### src/rtl/ips2l_seu_uart_pkg.sv
// ips2l_seu_uart_pkg
// Shared definitions for the SEU UART receive path: FSM state encodings,
// frame geometry, default tick parameters, framing-bit index constants and
// small helpers that classify a frame bit index.
package ips2l_seu_uart_pkg;

    typedef enum logic [1:0] {
        ST_IDLE  = 2'b00,
        ST_START = 2'b01,
        ST_DATA  = 2'b10,
        ST_STOP  = 2'b11
    } rx_state_e;

    localparam int FRAME_BITS          = 38;
    localparam int DEFAULT_BIT_TICKS   = 6;
    localparam int DEFAULT_SAMPLE_TICK = 2;

    // Framing bits inside the 38-bit payload: a mark (1) follows each byte,
    // then a space (0) precedes the next byte.
    localparam logic [5:0] IDX_MARK_0  = 6'd8;
    localparam logic [5:0] IDX_SPACE_0 = 6'd9;
    localparam logic [5:0] IDX_MARK_1  = 6'd18;
    localparam logic [5:0] IDX_SPACE_1 = 6'd19;
    localparam logic [5:0] IDX_MARK_2  = 6'd28;
    localparam logic [5:0] IDX_SPACE_2 = 6'd29;
    localparam logic [5:0] IDX_LAST    = 6'd37;

    function automatic logic is_mark_idx(input logic [5:0] idx);
        return (idx == IDX_MARK_0) || (idx == IDX_MARK_1) || (idx == IDX_MARK_2);
    endfunction

    function automatic logic is_space_idx(input logic [5:0] idx);
        return (idx == IDX_SPACE_0) || (idx == IDX_SPACE_1) || (idx == IDX_SPACE_2);
    endfunction

    function automatic logic is_data_idx(input logic [5:0] idx);
        return !is_mark_idx(idx) && !is_space_idx(idx);
    endfunction

    // Position of a payload data bit inside the assembled 32-bit word;
    // every byte boundary skips the two framing bits.
    function automatic logic [4:0] data_pos(input logic [5:0] idx);
        logic [5:0] pos;
        if (idx < 6'd8) begin
            pos = idx;
        end else if (idx < 6'd18) begin
            pos = idx - 6'd2;
        end else if (idx < 6'd28) begin
            pos = idx - 6'd4;
        end else begin
            pos = idx - 6'd6;
        end
        return pos[4:0];
    endfunction

endpackage

### src/rtl/ips2l_seu_sync_2ff.sv
// ips2l_seu_sync_2ff
// Two-flop synchronizer for an asynchronous level input. Both flops reset
// to 1 so an idle-high serial line does not look like a start edge when
// reset is released.
//   clk   : destination clock
//   rst_n : asynchronous active-low reset
//   i_d   : asynchronous input
//   o_q   : synchronized output (2 clk latency)
module ips2l_seu_sync_2ff (
    input  logic clk,
    input  logic rst_n,
    input  logic i_d,
    output logic o_q
);

    logic r_meta;
    logic r_sync;

    // Two-stage capture of the asynchronous input.
    always_ff @(posedge clk or negedge rst_n) begin
        if (!rst_n) begin
            r_meta <= 1'b1;
            r_sync <= 1'b1;
        end else begin
            r_meta <= i_d;
            r_sync <= r_meta;
        end
    end

    assign o_q = r_sync;

endmodule

### src/rtl/ips2l_seu_uart_rx.sv
// ips2l_seu_uart_rx
// Receiver for a 40-bit serial frame: start(0), 38 payload bits LSB first
// (four data bytes separated by 1/0 framing pairs), stop(1). Bits are timed
// by BIT_TICKS clk_en pulses and sampled at sub-tick SAMPLE_TICK.
//   clk           : single clock
//   rst_n         : asynchronous active-low reset
//   clk_en        : one-cycle baud-tick enable
//   rxd           : serial line, idles high, asynchronous to clk
//   rx_data       : last correctly received 32-bit word
//   rx_data_valid : one-cycle pulse, rx_data updated
//   rx_frame_err  : one-cycle pulse, current frame aborted
//   rx_busy       : high while the FSM is not IDLE
module ips2l_seu_uart_rx
    import ips2l_seu_uart_pkg::*;
#(
    parameter int BIT_TICKS   = DEFAULT_BIT_TICKS,
    parameter int SAMPLE_TICK = DEFAULT_SAMPLE_TICK
) (
    input  logic        clk,
    input  logic        rst_n,
    input  logic        clk_en,
    input  logic        rxd,
    output logic [31:0] rx_data,
    output logic        rx_data_valid,
    output logic        rx_frame_err,
    output logic        rx_busy
);

    localparam int TW = (BIT_TICKS > 1) ? $clog2(BIT_TICKS) : 1;
    localparam logic [TW-1:0] TICK_LAST = TW'(BIT_TICKS - 1);
    localparam logic [TW-1:0] TICK_SMP  = TW'(SAMPLE_TICK);

    rx_state_e   r_state;
    rx_state_e   w_state_nxt;
    logic [TW-1:0] r_tick;
    logic [5:0]  r_idx;
    logic [31:0] r_shift;
    logic [31:0] r_data;
    logic        r_valid;
    logic        r_err;
    logic        r_busy;
    logic        r_rxd_prev;

    logic        w_rxd_sync;
    logic        w_fall;
    logic        w_sample;
    logic        w_advance;
    logic        w_frame_bad;
    logic        w_valid_nxt;
    logic        w_err_nxt;

    ips2l_seu_sync_2ff u_sync (
        .clk   (clk),
        .rst_n (rst_n),
        .i_d   (rxd),
        .o_q   (w_rxd_sync)
    );

    assign w_fall      = r_rxd_prev & ~w_rxd_sync;
    assign w_sample    = clk_en & (r_tick == TICK_SMP);
    assign w_advance   = clk_en & (r_tick == TICK_LAST);
    assign w_frame_bad = (is_mark_idx(r_idx) & ~w_rxd_sync) |
                         (is_space_idx(r_idx) & w_rxd_sync);

    // State register.
    always_ff @(posedge clk or negedge rst_n) begin
        if (!rst_n) begin
            r_state <= ST_IDLE;
        end else begin
            r_state <= w_state_nxt;
        end
    end

    // Next-state logic; stop and error decisions are taken at the sample
    // point so a back-to-back start bit is already seen from IDLE.
    always_comb begin
        w_state_nxt = r_state;
        case (r_state)
            ST_IDLE: begin
                if (w_fall) begin
                    w_state_nxt = ST_START;
                end else begin
                    w_state_nxt = ST_IDLE;
                end
            end
            ST_START: begin
                if (w_sample && w_rxd_sync) begin
                    w_state_nxt = ST_IDLE;
                end else if (w_advance) begin
                    w_state_nxt = ST_DATA;
                end else begin
                    w_state_nxt = ST_START;
                end
            end
            ST_DATA: begin
                if (w_sample && w_frame_bad) begin
                    w_state_nxt = ST_IDLE;
                end else if (w_advance && (r_idx == IDX_LAST)) begin
                    w_state_nxt = ST_STOP;
                end else begin
                    w_state_nxt = ST_DATA;
                end
            end
            ST_STOP: begin
                if (w_sample) begin
                    w_state_nxt = ST_IDLE;
                end else begin
                    w_state_nxt = ST_STOP;
                end
            end
            default: begin
                w_state_nxt = ST_IDLE;
            end
        endcase
    end

    // Output decode: pulses for the next clk; valid and error are mutually
    // exclusive because they depend on opposite values of the same sample.
    always_comb begin
        w_valid_nxt = 1'b0;
        w_err_nxt   = 1'b0;
        case (r_state)
            ST_DATA: begin
                if (w_sample && w_frame_bad) begin
                    w_err_nxt = 1'b1;
                end else begin
                    w_err_nxt = 1'b0;
                end
            end
            ST_STOP: begin
                if (w_sample) begin
                    w_valid_nxt = w_rxd_sync;
                    w_err_nxt   = ~w_rxd_sync;
                end else begin
                    w_valid_nxt = 1'b0;
                    w_err_nxt   = 1'b0;
                end
            end
            default: begin
                w_valid_nxt = 1'b0;
                w_err_nxt   = 1'b0;
            end
        endcase
    end

    // Datapath: edge history, sub-tick counter, bit index, word assembly
    // and registered outputs.
    always_ff @(posedge clk or negedge rst_n) begin
        if (!rst_n) begin
            r_rxd_prev <= 1'b1;
            r_tick     <= {TW{1'b0}};
            r_idx      <= 6'd0;
            r_shift    <= 32'd0;
            r_data     <= 32'd0;
            r_valid    <= 1'b0;
            r_err      <= 1'b0;
            r_busy     <= 1'b0;
        end else begin
            r_rxd_prev <= w_rxd_sync;

            if (r_state == ST_IDLE) begin
                if (w_fall) begin
                    r_tick <= {TW{1'b0}};
                end
            end else if (clk_en) begin
                if (r_tick == TICK_LAST) begin
                    r_tick <= {TW{1'b0}};
                end else begin
                    r_tick <= r_tick + TW'(1);
                end
            end

            if ((r_state == ST_START) && w_advance) begin
                r_idx <= 6'd0;
            end else if ((r_state == ST_DATA) && w_advance && (r_idx != IDX_LAST)) begin
                r_idx <= r_idx + 6'd1;
            end

            // Framing bits are only checked, never stored.
            if ((r_state == ST_DATA) && w_sample && is_data_idx(r_idx)) begin
                r_shift[data_pos(r_idx)] <= w_rxd_sync;
            end

            if (w_valid_nxt) begin
                r_data <= r_shift;
            end

            r_valid <= w_valid_nxt;
            r_err   <= w_err_nxt;
            r_busy  <= (w_state_nxt != ST_IDLE);
        end
    end

    assign rx_data       = r_data;
    assign rx_data_valid = r_valid;
    assign rx_frame_err  = r_err;
    assign rx_busy       = r_busy;

endmodule

### config.mk
export PLATFORM = sky130hd
export DESIGN_NAME = ips2l_seu_uart_rx
export DESIGN_NICKNAME = d
export VERILOG_FILES = /design/src/rtl/ips2l_seu_uart_pkg.sv /design/src/rtl/ips2l_seu_sync_2ff.sv /design/src/rtl/ips2l_seu_uart_rx.sv
export SDC_FILE = /design/constraint.sdc
export NUM_CORES = 1
export LEC_CHECK = 0
export BUFFER_PORTS_ARGS = -buffer_cell sky130_fd_sc_hd__buf_2
export CELL_PAD_IN_SITES_DETAIL_PLACEMENT = 0
export CELL_PAD_IN_SITES_GLOBAL_PLACEMENT = 1
export CORE_MARGIN = 5
export CORE_UTILIZATION = 46
export DETAILED_ROUTE_END_ITERATION = 10
export GPL_TIMING_DRIVEN = 0
export PLACE_DENSITY_LB_ADDON = 0.12
export SYNTH_ARGS = -nofsm -noshare
export SYNTH_HDL_FRONTEND = slang
export SYNTH_SLANG_ARGS = --single-unit
### constraint.sdc
create_clock -name clk -period 2.8 [get_ports clk]
set_input_delay 0.56 -clock clk [delete_from_list [all_inputs] [get_ports clk]]
set_output_delay 0.56 -clock clk [all_outputs]
set_load 0.05 [all_outputs]
==> results of run 1 <==
[state kept, by name, indices dropped and copies added, names as in the netlist]
| name | count |
|---|---|
| r_rxd_prev | 1 |
| rx_data | 32 |
| rx_busy | 1 |
| r_state | 2 |
| r_tick | 3 |
| u_sync.r_meta | 1 |
| u_sync.o_q | 1 |
| rx_data_valid | 1 |
| rx_frame_err | 1 |
| r_idx | 6 |
| r_shift | 32 |
[cell families (layout without fill, tap and decap cells)]
kind of cell,count (synthesis),after routing,synth area share [%]
fa+ha+maj,11,11,3.48
simple gates,190,190,22.3
compound gates,38,38,7.85
mux,38,38,10.7
xor+xnor,6,6,1.33
buf+inv,28,90,3.01
flops,81,81,51.3
[layout make-up]
type | instances | area (µm²)
fill | 753 | 3670
sequential | 81 | 2030
multi-input combinational | 283 | 1850
timing repair buffer | 47 | 280
tap | 105 | 131
clock buffer | 10 | 128
buffer | 20 | 95.1
clock inverter | 5 | 78.8
inverter | 8 | 33.8
[metrics by stage]
step / setup TNS, ns / setup slack, ns
after floorplan: 0 / 0.274
after global placement: -0.284 / -0.0621
after detailed placement: -0.254 / -0.0596
after CTS: 0 / 0.0279
after global routing: -0.354 / -0.0565
final: 0 / 0.0681
[routing by layer]
layer	GRT usage [%]	vias up	wire length (µm)
met1	24.6	1413	4140
met2	26.9	65	3820
met4	3.63	0	76
met3	4.53	9	437
met5	0	-	0
li1	-	1446	-
[critical path: stages, from the launching register on]
cell and delay [ns]:
dfrtp_2 0.47, clkinvlp_4 0.20, ha_1 0.23, mux2i_1 0.25, nor3_1 0.14, nor4b_4 0.28, buf_4 0.18, nand4_1 0.10
buf_4 0.18, nor3_1 0.23, mux2_2 0.36
[power breakdown]
part	internal, mW	leakage, nW	switching (mW)
clock network	0.498	0.107	0.417
logic	0.353	1.14	0.591
registers	1.24	1.10	0.0559
[worst min path at each step]
stage	from	slack, ns	endpoint	cells past startpoint
3_5_place_dp	u_sync.r_meta	0.35	u_sync.o_q	0
5_1_grt	rst_n	0.1	rx_frame_err	1
6_report	rst_n	0.1	rx_frame_err	1
2_1_floorplan	rst_n	0.26	r_idx[0]	0
4_1_cts	rst_n	0.09	r_shift[1]	1
3_3_place_gp	u_sync.r_meta	0.35	u_sync.o_q	0
[timing repair]
| action | CTS | global route |
|---|---|---|
| gates resized for setup | 4 | 13 |
| buffers inserted | 0 | 8 |
| setup endpoints to repair | 8 | 20 |
| pin swaps | 0 | 6 |
[cell usage in the layout (no fill, tap or decap), types with 5 or more instances in the layout]
cell type and n:
nand3_1 18, mux2_2 28, inv_1 6, dfrtp_1 77, mux2_1 7, clkbuf_1 13
buf_2 40, nor2_1 19, nor3_1 12, a21oi_1 5, nand2_1 106, ha_1 9
buf_4 10, clkbuf_8 9, o21ai_0 10
==> flow_summary.yaml, run 1 <==
final_layout:
  syn2layout_area_growth_pct: 17.0
  nNetsFinal: 465
  final_area_um2: 4630
  final_util_pct: 55.8
  layout-drive-gt1-share_pct: 28.0
  final_cells: 559
  diodes: 0
worst_hold_path:
  min_path_type: "input port to asynchronous set/reset pin"
worst_setup_path:
  critPathLaunchType: "register"
  crit_end: "r_shift[26]"
  critPathMaxFanout: 8
  criticalPathCategory: "register to register"
  rrSetupSlack_ns: 0.07
  cp.required_ns: 3.03
  r2r_start: "r_idx[2]"
  worstPathArrival_ns: 2.96
  cp-end-kind: "register"
  worstSetupStartpoint: "r_idx[2]"
  rr_endpoint: "r_shift[26]"
  rr_worst_depth: 10
timing:
  worst_pin_slew_ns: 0.826
  finalHoldViolations: 0
  rsz0062_at_grt: "true"
  finalHoldWorstSlack_ns: 0.0997
  fmax_mhz: 366
  maxSlewViolCount: 0
  period_share_pct: 97.6
  fin_skew_ns: 0.00846
  setup_violations: 0
  min_period_ns: 2.73
  max_slew_margin_pct: 44.8
floorplanning:
  ios: 39
  fp-row-count: 33
  dieWidth_um: 103
  start_util_pct: 47.7
  coreArea_um2: 8300
  fp.dieH_um: 103
  dieArea_um2: 10600
clocking:
  clock_latency_ns: 0.35
  cts.sinks: 81
  cts.path.max_buffers: 2
  cts.reportedPaths.clkPinSlew_ns: 0.08
  cts_root_buf: "clkbuf_8"
  h-tree-depth: 3
  cts-buffers-inserted: 9
  cts_tree: "built"
  cts_hold_buf: 0
synthesis:
  synth_cell_types: 53
  synth_most_common_cell: "nand2_1"
  syn-num-nets: 407
  async_reset_ff_share_pct: 100
  ys_seq_area_share_pct: 51.3
  synth_flop_cell: "dfrtp_1"
  synthCells: 392
  synth_seq_cells: 81
  netlist_area_um2: 3960
  synth_largest_area_cell: "dfrtp_1"
  ys_top_cells_by_area: "dfrtp_1 (49%), nand2_1 (10%), mux2_2 (8.0%)"
  yosys.area.top_type_share_pct: 49.4
  yosysWarnings: 0
  synth.avg_cell_area_um2: 10.1
  synthTopCellsByCount: "nand2_1 (106), dfrtp_1 (78), mux2_2 (28)"
  synth_edf_count: 0
global_route:
  grt_overflow: 0
  antenna_found_initial: 0
  grt_pass1_vias: 2902
  grt_usage_pct: 17.3
  grt_pass1_wl_um: 14300
  grt_max_degree: 62
pwr:
  power_mw: 3.15
  leakagePower_nw: 2.35
  ir_drop_uv: 387
  cellPowerDensity_nw_per_um2: 681
route:
  drtIter0Drc: 123
  drtAntennaViolNets: 0
  drc_errors: 0
  routedWlPerCell_um: 15.1
  vias: 2933
  drt-pass1-iter-count: 4
  viasPerCell: 5.25
  routed_wl_um: 8470
placement:
  placed_area_um2: 4310
  gp_congestion: 0.850
  portBuffers: 38
  post-place-cells: 536
  dpl.hpwl_um: 6100
run:
  drv_cap: 0
status:
  outcome: "finished, final reports clean"
(Power assumes the default switching activity.)
==> inputs of run 2 (changes only) <==
GPL_TIMING_DRIVEN = not set   (was 0)
==> run 2 against run 1 <==
Worst setup slack better by 0.065 ns; global-route usage is 0.14 points lower; register-to-register slack better by 0.07 ns; critical path depth is 2 lower; non-clock buffer count is 12 lower; largest cell class unchanged.
==> flow_summary.yaml, run 2 (synthesis gave the netlist of run 1 again) <==
worst_setup_path:
  rr_worst_depth: 8
  path_delay_family: "compound AO/OA/AOI/OAI gates"
  max_stage_delay_ns: 0.47
  criticalPathCategory: "register to register"
  cp_slowest_cell: "dfrtp_1"
  path_cells: "inv_2 -> ha_1 -> a21bo_2 -> a211oi_4 -> a211oi_4 -> or3_1 -> nor3_1 -> mux2_2"
  rrSetupSlack_ns: 0.13
  crit_top_cell: "a211oi_4"
  critPathLaunchType: "register"
  path_depth: 8
  crit_end: "r_shift[2]"
  worstPathArrival_ns: 2.90
  path_buf_inv: 1
  cp-end-kind: "register"
  rr_endpoint: "r_shift[2]"
  critPathMaxFanout: 7
  r2r_start: "r_idx[2]"
  worstSetupStartpoint: "r_idx[2]"
  cp.required_ns: 3.03
clocking:
  cts.sinks: 81
  cts_tree: "built"
  cts.reportedPaths.clkPinSlew_ns: 0.08
  clock_latency_ns: 0.35
  cts.path.max_buffers: 2
  h-tree-depth: 3
  cts-buffers-inserted: 9
  cts_root_buf: "clkbuf_8"
final_layout:
  final_util_pct: 55.1
  final_area_um2: 4580
  fillers: 768
  syn2layout_area_growth_pct: 15.7
  layout_commonest_cell: "nand2_1"
  layout-drive-gt1-share_pct: 27.8
  diodes: 0
  nNetsFinal: 453
  layout_common_cells: "nand2_1 (106), dfrtp_1 (78), buf_2 (37), mux2_2 (28)"
  final_cells: 547
pwr:
  cellPowerDensity_nw_per_um2: 682
  ir_drop_uv: 322
  seqPwrFrac_pct: 42.4
  p_clk_share_pct: 30.2
  p_int_mw: 2.07
  leakagePower_nw: 2.34
  p_sw_share_pct: 33.7
  power.switching_mw: 1.05
  p_comb_share_pct: 27.5
  power_mw: 3.12
timing:
  worst_pin_slew_ns: 0.579
  tns_ns: 0
  min_period_ns: 2.67
  fin_skew_ns: 0.00646
  max_slew_margin_pct: 61.1
  maxSlewViolCount: 0
  setup_violations: 0
  period_share_pct: 95.2
  fmax_mhz: 375
  finalWorstSetupSlack_ns: 0.133
  rsz0062_at_grt: "true"
  finalHoldViolations: 0
  finalHoldWorstSlack_ns: 0.205
floorplanning:
  dieWidth_um: 103
  dieArea_um2: 10600
  coreArea_um2: 8300
  start_util_pct: 47.7
  fp.dieH_um: 103
  fp-row-count: 33
  ios: 39
global_route:
  grt_usage_pct: 17.2
  grt_pass1_vias: 2800
  antenna_found_initial: 0
  grt_max_degree: 45
  grt_overflow: 0
  grt_pass1_wl_um: 14100
route:
  drtIter0Drc: 142
  viasPerCell: 5.24
  routed_wl_um: 8220
  drc_errors: 0
  drt-pass1-iter-count: 4
  vias: 2867
  routedWlPerCell_um: 15.0
  drtAntennaViolNets: 0
run:
  drv_cap: 0
placement:
  post-place-cells: 529
  gp_congestion: 0.885
  placed_area_um2: 4310
  dpl.hpwl_um: 5710
  pre_cts_ws_ns: 0.0697
  portBuffers: 38
worst_hold_path:
  min_path_type: "input port to asynchronous set/reset pin"
status:
  outcome: "finished, final reports clean"
run 2: how the worst min path moves through the flow:
stage | startpoint | to | cells past startpoint
finish | rst_n | r_tick[1] | 1
floorplan | rst_n | r_idx[0] | 0
global placement | u_sync.r_meta | u_sync.o_q | 0
CTS | rst_n | r_shift[26] | 1
detailed placement | u_sync.r_meta | u_sync.o_q | 0
global route | rst_n | r_shift[26] | 1
run 2: routing by layer:
layer  vias to the layer above  track usage (%)  wire length [µm]  part of all wire [%]
met1                      1380             25.5              4310                    52
met3                        11             2.77               276                   3.4
li1                       1432                -                 -                     -
met4                         0             6.26               139                   1.7
met2                        44             25.3              3490                    43
met5                         -                0                 0                     0
run 2: area by class of cell:
| type | instances | area [µm²] | share of cell area (%) |
|---|---|---|---|
| Sequential cell | 81 | 2030 | 44.4 |
| Multi-Input combinational cell | 283 | 1830 | 40.1 |
| Timing Repair Buffer | 55 | 333 | 7.27 |
| Clock buffer | 10 | 138 | 3.01 |
| Tap cell | 105 | 131 | 2.87 |
| Clock inverter | 5 | 78.8 | 1.72 |
| Inverter | 8 | 30.0 | 0.656 |
run 2: timing repair:
action                                  in CTS  in global routing
resized for setup                            0                  9
hold buffers                                 0                  0
setup buffers                                0                  3
endpoints found under the setup margin       0                 29
run 2: power by group through the flow:
stage / Sequential [mW] / Clock (mW) / Combinational, mW
floorplan: 1.32 / 0 / 0.639
global placement: 1.33 / 0 / 0.803
detailed placement: 1.34 / 0 / 0.812
CTS: 1.32 / 0.969 / 0.818
global route: 1.33 / 1.02 / 0.953
finish: 1.32 / 0.942 / 0.857
==> inputs of run 3 (changes only) <==
MAX_ROUTING_LAYER = met4   (was not set)
==> run 3 against run 2 <==
Wire length up 0.16%; flip-flop and latch count unchanged; sequential power about the same; die area unchanged; design area up 0.27%; total power up 0.81%; clock skew down 0.00051 ns; highest routed layer unchanged; sequential share of layout area down 0.12 points; combinational power up 2%; global-route usage up 0.53 points; register-to-register slack better by 0.04 ns.
==> flow_summary.yaml, run 3 (synthesis gave the netlist of run 1 again) <==
status:
  outcome: "finished, final reports clean"
worst_setup_path:
  cp.required_ns: 3.03
  critPathMaxFanout: 6
  critPathLaunchType: "register"
  worstPathArrival_ns: 2.86
  max_stage_delay_ns: 0.48
  cp-end-kind: "register"
  path_cells: "ha_2 -> a21oi_4 -> mux2_2 -> a211o_1 -> nand4b_1 -> nor2_1 -> mux2_2"
  path_buf_inv: 0
  rr_worst_depth: 7
  cp_slowest_cell: "dfrtp_1"
  path_depth: 7
  path_delay_family: "multiplexers"
  crit_top_cell: "mux2_2"
  criticalPathCategory: "register to register"
clocking:
  clock_latency_ns: 0.35
  cts.reportedPaths.clkPinSlew_ns: 0.08
  cts.sinks: 81
  cts_tree: "built"
  cts.path.max_buffers: 2
  h-tree-depth: 3
  cts_root_buf: "clkbuf_8"
  cts-buffers-inserted: 9
timing:
  finalHoldViolations: 0
  setup_violations: 0
  fmax_mhz: 381
  finalHoldWorstSlack_ns: 0.195
  min_period_ns: 2.63
  maxSlewViolCount: 0
  period_share_pct: 93.9
  worst_pin_slew_ns: 0.579
  rsz0062_at_grt: "false"
  fin_skew_ns: 0.00595
  tns_ns: 0
  max_slew_margin_pct: 61.0
final_layout:
  layout-drive-gt1-share_pct: 28.2
  final_util_pct: 55.3
  nNetsFinal: 454
  layout_common_cells: "nand2_1 (106), dfrtp_1 (78), buf_2 (37), mux2_2 (28)"
  syn2layout_area_growth_pct: 16.0
  diodes: 0
  final_cells: 548
  layout_commonest_cell: "nand2_1"
floorplanning:
  ios: 39
  fp-row-count: 33
  dieWidth_um: 103
  fp.dieH_um: 103
  coreArea_um2: 8300
  dieArea_um2: 10600
  start_util_pct: 47.7
route:
  vias: 2854
  drt-pass1-iter-count: 4
  drc_errors: 0
  viasPerCell: 5.21
  routedWlPerCell_um: 15.0
  routed_wl_um: 8230
  drtAntennaViolNets: 0
  drtIter0Drc: 135
pwr:
  leakagePower_nw: 2.35
  ir_drop_uv: 320
  power_mw: 3.15
  cellPowerDensity_nw_per_um2: 686
global_route:
  grt_max_degree: 45
  grt_overflow: 0
  grt_usage_pct: 17.7
  grt_pass1_wl_um: 14100
  antenna_found_initial: 0
  grt_pass1_vias: 2810
placement:
  gp_congestion: 0.900
  post-place-cells: 529
  portBuffers: 38
  dpl.hpwl_um: 5710
run:
  drv_cap: 0
worst_hold_path:
  min_path_type: "input port to asynchronous set/reset pin"
## run 3: changes by cell type in the layout (fill, tap and decap cells not counted), sizes merged
cell  before  now
buf       55   56
## run 3: routing by layer
layer  GRT usage, %  vias up  share of wire [%]
li1               -     1432                  -
met2           25.4       50                 44
met4           6.26        0               0.94
met5              -        -                  0
met1           25.3     1366                 51
met3           2.98        6                4.2
## run 3: worst paths after layout
kind / start / endpoint / slack, ns
max: r_idx[2] / r_shift[11] / 0.17
min: rst_n / r_tick[1] / 0.19
max reg2reg: r_idx[2] / r_shift[11] / 0.17
min reg2reg: u_sync.r_meta / u_sync.o_q / 0.36
max in group asynchronous: rst_n / r_shift[12] / 2.00
min in group clk: rxd / u_sync.r_meta / 0.31
## run 3: per-stage QoR
step	worst slack [ns]	area, µm²
4_1_cts	0.0311	4520
3_3_place_gp	0.0613	4310
5_1_grt	0.00561	4590
3_5_place_dp	0.0697	4310
6_report	0.172	4590
2_1_floorplan	0.274	3960
## run 3: final cells by class
| type | instances | area (µm²) |
|---|---|---|
| clock inverters | 5 | 78.8 |
| flip-flops and latches | 81 | 2030 |
| fillers | 764 | 3710 |
| repair buffers | 56 | 340 |
| inverters | 8 | 32.5 |
| multi-input cells | 283 | 1840 |
| well taps | 105 | 131 |
| clock buffers | 10 | 138 |
## run 3: repair_timing
action                     in CTS  in global routing
hold buffers                    0                  0
setup endpoints to repair       0                 29
buffers inserted                0                  4
hold endpoints to repair        0                  0
resized for setup               0                 11
## run 3: power by group
| group | leakage [nW] | switching (mW) | internal (mW) |
|---|---|---|---|
| clock network | 0.113 | 0.423 | 0.522 |
| registers | 1.10 | 0.0903 | 1.23 |
| logic | 1.13 | 0.546 | 0.330 |
